[src/rtl/hazard_ctrl_pkg.sv]
// rtl/hazard_ctrl_pkg.sv - shared state encodings and defaults for the pipeline hazard controller
package hazard_ctrl_pkg;

    typedef enum logic [1:0] {
        ST_STARTUP  = 2'd0,
        ST_RUN      = 2'd1,
        ST_MEM_WAIT = 2'd2
    } hz_state_t;

    localparam int MEM_TIMEOUT_DEF = 255;

endpackage

[src/rtl/hazard_loaduse_det.sv]
// rtl/hazard_loaduse_det.sv - combinational load-use compare between the ID instruction and the load in ID/EX
module hazard_loaduse_det (
    input  logic [4:0] id_rs1,
    input  logic [4:0] id_rs2,
    input  logic       id_use_rs1,
    input  logic       id_use_rs2,
    input  logic       idex_memread,
    input  logic [4:0] idex_rd,
    output logic       hazard
);

    logic rs1_hit;
    logic rs2_hit;

    assign rs1_hit = id_use_rs1 && (id_rs1 == idex_rd);
    assign rs2_hit = id_use_rs2 && (id_rs2 == idex_rd);
    // x0 never carries a real dependency
    assign hazard  = idex_memread && (idex_rd != 5'd0) && (rs1_hit || rs2_hit);

endmodule

[src/rtl/hazard_ctrl.sv]
// rtl/hazard_ctrl.sv - 5-stage pipeline stall/flush/freeze controller; HAZ_PERF_EN adds perf counters
module hazard_ctrl
    import hazard_ctrl_pkg::*;
#(
    parameter int STARTUP_FLUSH = 2,
    parameter int MEM_TIMEOUT   = MEM_TIMEOUT_DEF,
    parameter int TO_W          = 8
) (
    input  logic        clk,
    input  logic        reset,
    input  logic [4:0]  id_rs1,
    input  logic [4:0]  id_rs2,
    input  logic        id_use_rs1,
    input  logic        id_use_rs2,
    input  logic        idex_memread,
    input  logic [4:0]  idex_rd,
    input  logic        ex_branch_taken,
    input  logic        mem_req,
    input  logic        mem_ready,
    output logic        pc_write,
    output logic        ifid_write,
    output logic        ifid_flush,
    output logic        idex_flush,
    output logic        pipe_hold,
    output logic        memwb_bubble,
`ifdef HAZ_PERF_EN
    output logic [31:0] perf_stall_cycles,
    output logic [31:0] perf_flushes,
`endif
    output logic        mem_timeout_err
);

    localparam logic [TO_W-1:0] TO_MAX   = TO_W'(MEM_TIMEOUT);
    localparam logic [TO_W-1:0] SF_INIT  = TO_W'(STARTUP_FLUSH);
    localparam logic [TO_W-1:0] CNT_ONE  = TO_W'(1);

    hz_state_t       state;
    logic [TO_W-1:0] cnt;
    logic [TO_W-1:0] cnt_inc;
    logic            load_use;
    logic            mem_stall;
    logic            branch_go;

    hazard_loaduse_det u_loaduse (
        .id_rs1       (id_rs1),
        .id_rs2       (id_rs2),
        .id_use_rs1   (id_use_rs1),
        .id_use_rs2   (id_use_rs2),
        .idex_memread (idex_memread),
        .idex_rd      (idex_rd),
        .hazard       (load_use)
    );

    assign cnt_inc = cnt + CNT_ONE;

    // Once in MEM_WAIT the access is already outstanding, so only mem_ready matters
    always_comb begin
        mem_stall = 1'b0;
        if (state == ST_RUN)
            mem_stall = mem_req && !mem_ready;
        else if (state == ST_MEM_WAIT)
            mem_stall = !mem_ready;
    end

    always_comb begin
        pc_write     = 1'b1;
        ifid_write   = 1'b1;
        ifid_flush   = 1'b0;
        idex_flush   = 1'b0;
        pipe_hold    = 1'b0;
        memwb_bubble = 1'b0;
        branch_go    = 1'b0;
        if (state == ST_RUN || state == ST_MEM_WAIT) begin
            if (mem_stall) begin
                pc_write     = 1'b0;
                ifid_write   = 1'b0;
                pipe_hold    = 1'b1;
                memwb_bubble = 1'b1;
            end else if (ex_branch_taken) begin
                ifid_flush = 1'b1;
                idex_flush = 1'b1;
                branch_go  = 1'b1;
            end else if (load_use) begin
                pc_write   = 1'b0;
                ifid_write = 1'b0;
                idex_flush = 1'b1;
            end
        end else begin
            pc_write   = 1'b0;
            ifid_write = 1'b0;
            ifid_flush = 1'b1;
            idex_flush = 1'b1;
        end
    end

    always_ff @(posedge clk or negedge reset) begin
        if (!reset) begin
            state           <= ST_STARTUP;
            cnt             <= SF_INIT;
            mem_timeout_err <= 1'b0;
        end else begin
            case (state)
                ST_STARTUP: begin
                    // Leaving when cnt<=1 gives exactly STARTUP_FLUSH flush cycles
                    if (cnt <= CNT_ONE)
                        state <= ST_RUN;
                    else
                        cnt <= cnt - CNT_ONE;
                end
                ST_RUN: begin
                    if (mem_stall) begin
                        state <= ST_MEM_WAIT;
                        cnt   <= CNT_ONE;
                        if (TO_MAX == CNT_ONE)
                            mem_timeout_err <= 1'b1;
                    end
                end
                ST_MEM_WAIT: begin
                    if (mem_ready) begin
                        state <= ST_RUN;
                    end else if (cnt != TO_MAX) begin
                        cnt <= cnt_inc;
                        if (cnt_inc == TO_MAX)
                            mem_timeout_err <= 1'b1;
                    end
                end
                default: state <= ST_STARTUP;
            endcase
        end
    end

`ifdef HAZ_PERF_EN
    always_ff @(posedge clk or negedge reset) begin
        if (!reset) begin
            perf_stall_cycles <= 32'd0;
            perf_flushes      <= 32'd0;
        end else begin
            if ((state == ST_RUN || state == ST_MEM_WAIT) && !pc_write && perf_stall_cycles != 32'hFFFF_FFFF)
                perf_stall_cycles <= perf_stall_cycles + 32'd1;
            if (branch_go && perf_flushes != 32'hFFFF_FFFF)
                perf_flushes <= perf_flushes + 32'd1;
        end
    end
`endif

endmodule

[config.mk]
export PLATFORM = sky130hd
export DESIGN_NAME = hazard_ctrl
export DESIGN_NICKNAME = d
export VERILOG_FILES = /design/src/rtl/hazard_ctrl_pkg.sv /design/src/rtl/hazard_loaduse_det.sv /design/src/rtl/hazard_ctrl.sv
export SDC_FILE = /design/constraint.sdc
export NUM_CORES = 1
export LEC_CHECK = 0
export ABC_CLOCK_PERIOD_IN_PS = 2900
export CAP_MARGIN = 10
export CORE_AREA = 5 5 56 58
export DETAILED_ROUTE_END_ITERATION = 10
export DIE_AREA = 0 0 61 63
export PLACE_DENSITY_LB_ADDON = 0.3
export RECOVER_POWER = 50
export SYNTH_ARGS = -nofsm -noshare
export SYNTH_HDL_FRONTEND = slang
export SYNTH_SLANG_ARGS = --single-unit
[constraint.sdc]
create_clock -name clk -period 2.9 [get_ports clk]
set_clock_uncertainty 0.2 [all_clocks]
set_input_delay 0.58 -clock clk [delete_from_list [all_inputs] [get_ports clk]]
set_output_delay 0.58 -clock clk [all_outputs]
set_load 0.02 [all_outputs]
After elaboration in Yosys (flattened, before gate mapping)
Cells that the tools add are included.

Bits in registers: 11. Bits in latches: 0. RAM bits: 0. ROM bits: 0. Input port bits: 23. Memories kept: 0.

$add $sub $neg: 2. Multiply operators: 0. Div/mod/pow operators: 0. $lt $le $gt $ge: 1. Equality and inequality tests: 12. Shift operators: 0. Mux-type cells: 24. Bitwise gates (word level): 1. Reductions and logical operators: 14.

Operators with widths (number): 8-bit two-way mux (4); 8-bit one-hot mux with 3 select lines (1); 1-bit two-way mux (15); 5-bit equality test (2); 2-bit != test, second input constant (5); 8-bit by 1-bit adder with 8-bit output, second input constant (1); 8-bit equality test, second input constant (1); 8-bit by 1-bit less-or-equal comparator with 1-bit output, second input constant (1); 8-bit != test, second input constant (1); 8-bit by 1-bit subtractor with 8-bit output, second input constant (1); 2-bit two-way mux (3); 2-bit one-hot mux with 3 select lines (1); 1-bit logical AND (5); 5-bit AND reduction (1); 5-bit nonzero test (1); 4-bit AND reduction (1); 3-bit AND reduction (1); 3-bit nonzero test (1); 2-bit by 1-bit equality test with 1-bit output, second input constant (1); 2-bit equality test, second input constant (1); 2-bit zero test (1); 1-bit logical OR (2); 2-bit by 1-bit != test with 1-bit output, second input constant (1); 1-bit zero test (1); 1-bit inverter (1).

Longest topological paths before layout
Gate-level depths: netlist of the first run.

Depth after elaboration: 8. Depth in mapped cells: 9.

Modules after synthesis
A second synthesis of the first run with hierarchy kept.

Cell total of the unflattened synthesis: 140. Area, all modules: 1119.8 um^2.

Modules (own cells, without submodules): hazard_ctrl (times used 1, cells each 123, area each 985.9 um^2); hazard_loaduse_det (times used 1, cells each 17, area each 133.9 um^2).

Worst setup path before layout of the first run
OpenSTA, ideal clock, no wires.

Path kind: input to output. From: in idex_rd[1]. To: out pc_write. Data arrival time: 1734 ps. Slack: 386 ps. Stages on the path: 4. Buffers on the path: 1. Cell sequence: or4_1 o211ai_1 o221a_2 buf_4.

Word-level cells in the longest chain between the ends: 8. Elaborated cells between the ends (all ways): 12.

RTL lines: start: declaration (line hazard_ctrl.sv:16) `input logic [4:0] idex_rd,`; 5-bit equality test, on equally long branches (line hazard_loaduse_det.sv:15, hazard_loaduse_det.sv:16); 1-bit logical AND, on equally long branches (line hazard_loaduse_det.sv:15, hazard_loaduse_det.sv:16); 1-bit logical OR (line hazard_loaduse_det.sv:18) `assign hazard = idex_memread && (idex_rd != 5'd0) && (rs1_hit || rs2_hit);`; 1-bit logical AND (*) (line hazard_loaduse_det.sv:18); 1-bit two-way mux (*) (4 in a row); end: declaration (line hazard_ctrl.sv:20) `output logic pc_write,`.

Mark *: on every way between the ends. The rest lies on a longest branch, timed or not.

Worst setup path in the final report of the first run
From: in id_rs1[2]. To: out idex_flush.

Word-level cells in the longest chain between the ends: 8.

RTL lines: start: declaration (line hazard_ctrl.sv:11) `input logic [4:0] id_rs1,`; 5-bit equality test (line hazard_loaduse_det.sv:15) `assign rs1_hit = id_use_rs1 && (id_rs1 == idex_rd);`; 1-bit logical AND (line hazard_loaduse_det.sv:15); 1-bit logical OR (line hazard_loaduse_det.sv:18); 1-bit logical AND (line hazard_loaduse_det.sv:18); 1-bit two-way mux (line hazard_ctrl.sv:83) `end else if (load_use) begin`; 1-bit two-way mux (line hazard_ctrl.sv:79) `end else if (ex_branch_taken) begin`; 1-bit two-way mux (line hazard_ctrl.sv:74) `if (mem_stall) begin`; 1-bit two-way mux (line hazard_ctrl.sv:73) `if (state == ST_RUN || state == ST_MEM_WAIT) begin`; end: declaration (line hazard_ctrl.sv:23) `output logic idex_flush,`.

Every way passes these cells.

==> flow_metrics.env, run 1 <==
export IMPL_synth_distinct_cells=45
export IMPL_gr_usage_all_layers=0.165
export IMPL_detailedRoute_firstIterationViolations=47
export IMPL_post_synth_top_flop="dfrtp_1"
export IMPL_yosys_top_cells_area="dfrtp_1, xnor2_1, ha_1"
export IMPL_finalCriticalPeriod_ps=2780
export IMPL_worst_setup_hold_path_clk_slew_ps=80
export IMPL_report_final_setup_viol=0
export IMPL_placedCellCount=202
export IMPL_detail_route_antenna_nets=0
export IMPL_timing_critical_path_from_type="primary input"
export IMPL_detail_route_drc_violations=0
export IMPL_critPathMaxFanout=2
export IMPL_insertedDiodeCount=0
export IMPL_fin_crit_sh=0.957
export IMPL_mappedNetlistArea_um2=1150
export IMPL_synth_yosys_warnings=0
export IMPL_final_hold_viol_count=0
export IMPL_floorplan_core_area_um2=2620
export IMPL_synth_largest_type_area_fraction=0.217
export IMPL_synth_enable_flop_cells=0
export IMPL_global_route_wire_length_before_repair_mm=4.92
export IMPL_crit_path_end_kind="output pin"
export IMPL_cp_arrival_ps=2000
export IMPL_average_routed_wire_per_standard_cell_um=14.2
export IMPL_dpl_hpwl_mm=2.35
export IMPL_maximum_number_of_pins_on_one_net_before_global_route_repair=17
export IMPL_globalRouteOverflowTotal=0
export IMPL_post_place_ws_ps=-522
export IMPL_critical_path_required_ps=2120
export IMPL_post_route_cells_drive_above_1_share=0.131
export IMPL_cts_tree="yes"
export IMPL_drt_pass1_iter_count=4
export IMPL_final_setup_worst_slack_ps=124
export IMPL_fmax_mhz=360
export IMPL_die_w_um=61
export IMPL_ys_seq_elements=11
export IMPL_maxCapViolations=0
export IMPL_crit_type="in2out"
export IMPL_die_area_um2=3840
export IMPL_power_leakage_uw=0.000686
export IMPL_via_count=1171
export IMPL_initial_util=0.441
export IMPL_type_of_the_worst_min_delay_path="reg2reg"
export IMPL_postPlaceCellArea_um2=1500
export IMPL_tightestPinTransition_ps=626
export IMPL_ir_worst_vdd_uv=536
export IMPL_synth_async_sr_flop_share=1.00
export IMPL_synth_net_count=174
export IMPL_outcome="complete, no violations"
export IMPL_total_of_hold_buffers_inserted_after_clock_tree_synthesis=0
export IMPL_synthCells=143
export IMPL_drt_wl_total_mm=2.93
export IMPL_synth_largest_area_cell="dfrtp_1"
export IMPL_layout_core_utilization=0.587
export IMPL_rsz_0062_raised_after_global_routing="no"
export IMPL_buffer_ports_inserted=29
export IMPL_vias_in_the_first_global_route=1137
export IMPL_clock_path_buffers=2
export IMPL_mapped_avg_cell_area_um2=8.07
export IMPL_finish_net_count=207
export IMPL_worst_hold_path_num_cells=1
export IMPL_clkLatencyLatePin_ps=280
export IMPL_clk_sinks=11
export IMPL_fill_cells=238
export IMPL_worst_r2r_path_depth=6
export IMPL_htree_levels=1
export IMPL_place_congestion=0.894
export IMPL_power_density_nw_per_um2=919
export IMPL_report_final_slew_viol_count=0
export IMPL_sequential_cell_area_fraction_in_the_yosys_report=0.240
export IMPL_io_pins=30
export IMPL_hold_start="mem_timeout_err"
export IMPL_flow_area_growth_from_synthesis_pct=33.0
export IMPL_standard_cell_rows=19
export IMPL_worst_setup_path_startpoint="id_rs1[2]"
export IMPL_final_cell_count_no_fill=206
export IMPL_vias_per_cell=5.68
export IMPL_cts_post_setup_buffers_inserted=0
export IMPL_fp_dieH_um=63
export IMPL_cts_buffers=3
export IMPL_layout_cell_area_non_filler_um2=1530
export IMPL_antenna_violations_before_repair=0
export IMPL_timing_setup_tns_ps=0
export IMPL_clock_root_buffer="clkbuf_4"
export IMPL_slew_headroom=0.582
export IMPL_reg_to_reg_start="cnt[1]"
-- registers in the layout, summed over array words and instances (netlist names) --
signal,count
cnt,8
mem_timeout_err,1
state,2
-- final timing paths --
| kind | to | slack [ps] |
|---|---|---|
| max in group asynchronous | cnt[1] | 1640 |
| worst min-delay path | mem_timeout_err | 300 |
| worst max-delay path | idex_flush | 120 |
| min in group asynchronous | state[0] | 500 |
| worst min register to register | mem_timeout_err | 300 |
| worst max register to register | cnt[5] | 280 |
-- report_power, final --
group / switching (uW) / internal, uW / leakage, uW
clock network: 60.5 / 53.4 / 0.0000150
registers: 105 / 214 / 0.000140
logic: 538 / 438 / 0.000531
total: 704 / 706 / 0.000686
-- per-layer routing --
metal	global-route usage	wire (um)	vias to the layer above
li1	-	-	575
met1	0.189	1200	554
met2	0.281	1530	37
met3	0.0496	160	5
met4	0.0596	36	0
met5	0	0	-
-- cells in the final DEF (no fill, tap or decap), types with 3 or more instances in the layout --
cell type / synthesis / routed
a21oi_1: 9 / 9
buf_4: 4 / 11
clkbuf_4: 0 / 3
clkdlybuf4s50_1: 0 / 16
dfrtp_1: 10 / 10
dlymetal6s2s_1: 0 / 6
ha_1: 8 / 8
inv_1: 8 / 8
nand2_1: 9 / 9
nand2b_1: 3 / 3
nand4_1: 4 / 4
nor2_1: 15 / 15
o21ai_0: 9 / 9
o22ai_1: 3 / 3
o31ai_1: 3 / 3
xnor2_1: 12 / 10
-- what timing repair did --
action	CTS	global route
pin swaps	3	1
setup endpoints to repair	3	6
resized for setup	19	8
gates cloned	0	0
-- through the flow --
step / hold slack [ps] / total power (uW)
after floorplan: 84.4 / 1050
after global placement: 260 / 1290
after detailed placement: 274 / 1320
after CTS: 295 / 1430
after global routing: 310 / 1540
final: 298 / 1410
-- logic make-up after synthesis --
kind of cell             synth area share
XOR/XNOR                            0.106
multiplexers                       0.0217
adder cells (fa/ha/maj)            0.0868
buffers and inverters              0.0738
AND/OR/NAND/NOR                     0.217
flip-flops                          0.240
AO/OA/AOI/OAI                       0.255
-- final cells by class --
cell class / instances / area (um^2) / area share
clock buffer: 4 / 26.3 / 0.0171
inverter: 8 / 30.0 / 0.0196
multi-input combinational: 114 / 796 / 0.519
sequential: 11 / 277 / 0.180
tap: 31 / 38.8 / 0.0253
timing repair buffer: 38 / 367 / 0.239
-- cell usage after synthesis (3+ instances only) --
cell type and instances:
inv_1 8, a21oi_1 9, clkbuf_1 4, nor2_1 15
dfrtp_1 10, buf_4 4, o21ai_0 9, nand4_1 4
o22ai_1 3, nand2b_1 3, nand2_1 9, ha_1 8
o31ai_1 3, xnor2_1 12
-- critical path, stage by stage --
cell and delay, ps:
clkdlybuf4s50_1 500, xnor2_2 110, nand4_1 110, o22ai_1 170
o211ai_1 120, buf_4 150, o21bai_1 110, buf_4 150
Power figures use the tool's default switching activity.
==> run 2: changes to the inputs <==
--- a/config.mk
+++ b/config.mk
@@ -6,7 +6,7 @@
 export NUM_CORES = 1
 export LEC_CHECK = 0
 export ABC_CLOCK_PERIOD_IN_PS = 2900
-export CAP_MARGIN = 10
+export CAP_MARGIN = 30
 export CORE_AREA = 5 5 56 58
 export DETAILED_ROUTE_END_ITERATION = 10
 export DIE_AREA = 0 0 61 63
==> results of run 2 <==
Final layout, timing and power as in run 1 (identical DEF).
